**config.mk**
```make
export PLATFORM = sky130hd
export DESIGN_NAME = field_unpacker
export DESIGN_NICKNAME = d
export VERILOG_FILES = /design/src/rtl/field_unpacker.sv
export SDC_FILE = /design/constraint.sdc
export NUM_CORES = 1
export LEC_CHECK = 0
export CELL_PAD_IN_SITES_DETAIL_PLACEMENT = 2
export CELL_PAD_IN_SITES_GLOBAL_PLACEMENT = 2
export CORE_MARGIN = 3
export CORE_UTILIZATION = 32
export DETAILED_ROUTE_END_ITERATION = 8
export PLACE_DENSITY = 0.8
export SYNTH_ARGS = -nofsm -noshare
export SYNTH_HDL_FRONTEND = slang
export SYNTH_SLANG_ARGS = --single-unit
export TNS_END_PERCENT = 1
```
**constraint.sdc**
```tcl
create_clock -name clk -period 1.9 [get_ports clk]
set_input_delay 0.38 -clock clk [delete_from_list [all_inputs] [get_ports clk]]
set_output_delay 0.38 -clock clk [all_outputs]
set_load 0.01 [all_outputs]
```
**src/rtl/field_unpacker.sv**
```systemverilog
// Serial receiver for the packed {a, b, c} field format: deserializes MSB-first
// frames delimited by a start-of-frame marker and holds each result until consumed.
module field_unpacker #(
    parameter int A_W = 3
) (
    input  logic           clk,
    input  logic           rst,
    input  logic           sin_valid,
    input  logic           sin_bit,
    input  logic           sin_sof,
    output logic           sin_ready,
    output logic [A_W-1:0] out_a,
    output logic           out_b,
    output logic           out_c,
    output logic           out_valid,
    input  logic           out_ready,
    output logic           err_sof,
    output logic [7:0]     frame_cnt
);

    localparam int FRAME_W = A_W + 2;
    localparam int CNT_W   = $clog2(FRAME_W + 1);
    localparam logic [CNT_W-1:0] LAST_CNT = CNT_W'(FRAME_W - 1);
    localparam logic [CNT_W-1:0] ONE_CNT  = CNT_W'(1);

    typedef enum logic [0:0] {
        IDLE  = 1'b0,
        SHIFT = 1'b1
    } state_t;

    state_t               state_r;
    state_t               state_s;
    logic [CNT_W-1:0]     cnt_r;
    logic [CNT_W-1:0]     cnt_s;
    logic [FRAME_W-1:0]   shift_r;
    logic [FRAME_W-1:0]   shift_s;
    logic [FRAME_W-1:0]   word_s;
    logic                 accept_s;
    logic                 load_s;
    logic                 err_s;
    logic                 sin_ready_s;
    logic [A_W-1:0]       out_a_r;
    logic                 out_b_r;
    logic                 out_c_r;
    logic                 out_valid_r;
    logic                 err_sof_r;
    logic [7:0]           frame_cnt_r;

    // The last bit stalls only if the held result cannot leave on this same edge.
    assign sin_ready_s = ~((state_r == SHIFT) && (cnt_r == LAST_CNT) &&
                           out_valid_r && ~out_ready);
    assign accept_s    = sin_valid & sin_ready_s;
    assign word_s      = {shift_r[FRAME_W-2:0], sin_bit};

    // Next-state, bit counter and shift register update.
    always_comb begin
        state_s = state_r;
        cnt_s   = cnt_r;
        shift_s = shift_r;
        load_s  = 1'b0;
        err_s   = 1'b0;
        case (state_r)
            IDLE: begin
                if (accept_s && sin_sof) begin
                    state_s = SHIFT;
                    cnt_s   = ONE_CNT;
                    shift_s = {{(FRAME_W-1){1'b0}}, sin_bit};
                end else begin
                    state_s = IDLE;
                end
            end
            SHIFT: begin
                if (accept_s && sin_sof) begin
                    // A marker mid-frame restarts framing from this bit.
                    err_s   = 1'b1;
                    cnt_s   = ONE_CNT;
                    shift_s = {{(FRAME_W-1){1'b0}}, sin_bit};
                end else if (accept_s && (cnt_r == LAST_CNT)) begin
                    load_s  = 1'b1;
                    state_s = IDLE;
                    cnt_s   = '0;
                    shift_s = word_s;
                end else if (accept_s) begin
                    cnt_s   = cnt_r + ONE_CNT;
                    shift_s = word_s;
                end else begin
                    state_s = SHIFT;
                end
            end
            default: begin
                state_s = IDLE;
                cnt_s   = '0;
                shift_s = '0;
            end
        endcase
    end

    // Framing state registers.
    always_ff @(posedge clk or posedge rst) begin
        if (rst) begin
            state_r <= IDLE;
            cnt_r   <= '0;
            shift_r <= '0;
        end else begin
            state_r <= state_s;
            cnt_r   <= cnt_s;
            shift_r <= shift_s;
        end
    end

    // Output register, error pulse and frame counter.
    always_ff @(posedge clk or posedge rst) begin
        if (rst) begin
            out_a_r     <= '0;
            out_b_r     <= 1'b0;
            out_c_r     <= 1'b0;
            out_valid_r <= 1'b0;
            err_sof_r   <= 1'b0;
            frame_cnt_r <= 8'd0;
        end else begin
            err_sof_r <= err_s;
            if (load_s) begin
                out_a_r     <= word_s[FRAME_W-1:2];
                out_b_r     <= word_s[1];
                out_c_r     <= word_s[0];
                out_valid_r <= 1'b1;
                frame_cnt_r <= frame_cnt_r + 8'd1;
            end else if (out_valid_r && out_ready) begin
                out_valid_r <= 1'b0;
            end
        end
    end

    assign sin_ready = sin_ready_s;
    assign out_a     = out_a_r;
    assign out_b     = out_b_r;
    assign out_c     = out_c_r;
    assign out_valid = out_valid_r;
    assign err_sof   = err_sof_r;
    assign frame_cnt = frame_cnt_r;

endmodule

```
==> out/qor.yml <==
outcome: "finished clean"
synthTopCellsByArea: "dfrtp_1 (51%), nand2_1 (8.0%), a22o_1 (6.2%)"
crit_top_cell: "buf_4"
clk_pin_slew_ns: 0.15
diodes: 0
drt_iter0_markers: 24
drc: 0
tightest_slew_ns: 0.398
path_delay_family: "buffers and inverters"
r2r_slack_ns: 0.003
drv_cap: 0
die_h_um: 65.4
cts_max_level: 1
dieWidth_um: 65.4
grt_pass1_vias: 1066
fin_crit_sh: 0.998
syn_nets: 110
clock_sinks: 23
fin_nets: 149
core_area_um2: 3200
die_area_um2: 4280
syn-cell-area_um2: 1130
cts_tree: "done"
yosysWarnings: 0
synthCells: 101
area_growth_pct: 35.4
critPathLaunchType: "register"
final_cell_mix: "nand2_1 (24), dfrtp_1 (23), clkdlybuf4s50_1 (20), buf_4 (16), a22o_1 (8)"
syn_area_per_cell_um2: 11.2
hold_path_class: "in -> async"
postRouteAntennaNets: 0
cts_buffers: 3
setup_violations: 0
fin_crit_ns: 1.90
slowest_stage: "dfrtp_1"
clock_latency_ns: 0.33
critical_path_required_ns: 2.16
grt_max_degree: 24
cts_buffer_depth: 2
hold_buffers: 0
vias_per_cell: 5.07
crit_path_cell_trace: "inv_2 > ha_4 > and4b_1 > buf_4 > buf_4 > buf_4 > nor2b_1 > a22o_1 > a22o_1"
max_freq_mhz: 527
cp.arrival_ns: 2.15
final_common_cell: "nand2_1"
num_rows: 20
port-buffer-count: 21
vias: 928
leakage_nw: 0.736
report.final.slew_viol_count: 0
start_util: 0.352
power_density_nw_per_um2: 1020
synth_top_area_frac: 0.510
ys_ff_latch: 23
clock_skew_ns: 0.0213
io_pins: 22
gr-total-overflow: 0
drive_gt1_frac: 0.237
cts_root_buf: "clkbuf_4"
finalNonFillerCells: 183
fill_cells: 355
hold_ws_ns: 0.375
power_mw: 1.56
antenna_found_initial: 0
slew_headroom: 0.732
critPathBufInv: 4
finalHoldViolCount: 0
wl_um: 3400
synth_largest_area_cell: "dfrtp_1"
drt_pre_antenna_iters: 4
worstSetupPathType: "reg -> reg"
max_stage_delay_ns: 0.41
crit_fanout: 8
end_kind: "register"
peakVddDrop_uv: 480
gp_congestion: 0.809
grt_pass1_wl_um: 5600
dp_hpwl_um: 2240
grt_usage: 0.171
synthDistinctLibCells: 32
dp.cells: 173
yosysSeqAreaShare: 0.510
post_drt_wl_per_cell_um: 18.6
==> stage by stage <==
step           utilization  worst slack [ns]  cell area, um^2  setup TNS [ns]
6_report             0.477           0.00325             1530               0
5_1_grt              0.477           -0.0702             1530          -0.170
4_1_cts              0.468           0.00159             1500               0
3_5_place_dp         0.451            -0.173             1450          -0.173
3_3_place_gp         0.451            -0.147             1450          -0.147
2_1_floorplan            -             0.352             1130               0
==> report_power, final <==
part / switching (mW) / leakage [nW] / internal, mW / total [mW]
clock network: 0.162 / 0.0150 / 0.0822 / 0.244
logic: 0.274 / 0.417 / 0.322 / 0.596
registers: 0.121 / 0.304 / 0.595 / 0.716
==> cells in the mapped netlist <==
cell type,count
ha_1,3
a32o_1,1
nand3_2,1
nand2_1,24
o21ai_0,3
nand3_1,2
xor2_1,2
xnor2_2,2
o2bb2ai_1,1
inv_1,3
nor3b_1,2
a31oi_1,1
buf_2,1
mux2_2,1
nor2_1,2
buf_8,1
clkbuf_1,1
a22o_1,8
nand4_1,2
nor2b_1,1
and4_4,1
nand2b_1,1
and2b_4,1
nand4_4,2
a22oi_1,1
a21oi_1,2
nand4_2,1
xnor2_1,3
dfrtp_1,23
and4_1,1
and2_1,2
and4b_1,1
==> area by class of cell <==
| type | count | area (um^2) | share of cell area |
|---|---|---|---|
| Sequential cell | 23 | 576 | 0.377 |
| Clock buffer | 4 | 26.3 | 0.0172 |
| Inverter | 3 | 11.3 | 0.00737 |
| Tap cell | 44 | 55.1 | 0.0360 |
| Timing Repair Buffer | 37 | 325 | 0.213 |
| Multi-Input combinational cell | 72 | 534 | 0.350 |
==> timing repair <==
item | 4_1_cts | 5_1_grt
endpoints found under the setup margin | 1 | 1
resized for setup | 7 | 2
buffers inserted | 2 | 4
pin swaps | 1 | 0
==> registers in the layout, summed over array words and instances (netlist names) <==
register / cells
frame_cnt: 8
out_valid: 1
err_sof: 1
out_a: 3
out_b: 1
shift_r: 4
cnt_r: 3
out_c: 1
state_r: 1
==> per-layer routing <==
metal | vias up | share of wire | global-route usage
met5 | - | 0 | 0
met4 | 0 | 0.0097 | 0.0544
met3 | 4 | 0.019 | 0.0205
met2 | 11 | 0.54 | 0.311
met1 | 482 | 0.43 | 0.210
li1 | 431 | - | -
==> worst min-delay path, cell delays in order <==
cell             delay [ns]
clkdlybuf4s50_1        0.40
inv_1                  0.06
buf_4                  0.28
==> worst paths after layout <==
kind	endpoint	start	cells after the start
setup / recovery	shift_r[2]$_DFFE_PP0P_	cnt_r[0]$_DFFE_PP0P_	9
hold / removal	state_r$_DFF_PP0_	rst	3
setup reg to reg	shift_r[2]$_DFFE_PP0P_	cnt_r[0]$_DFFE_PP0P_	9
hold reg to reg	out_a[0]$_DFFE_PP0P_	out_a[0]$_DFFE_PP0P_	2
max in group asynchronous	shift_r[0]$_DFFE_PP0P_	rst	3
min in group clk	out_a[0]$_DFFE_PP0P_	out_a[0]$_DFFE_PP0P_	2
==> cells by family (layout without fill, tap and decap cells) <==
group                    Yosys count  count (layout)  share of synthesized area
AND/OR/NAND/NOR                   44              44                      0.235
flip-flops                        23              23                      0.510
AO/OA/AOI/OAI                     17              17                      0.113
XOR/XNOR                           7               7                     0.0676
buffers and inverters              6              44                     0.0310
adder cells (fa/ha/maj)            3               3                     0.0333
multiplexers                       1               1                    0.00998
Note: power is estimated with default switching activity, not from simulation.
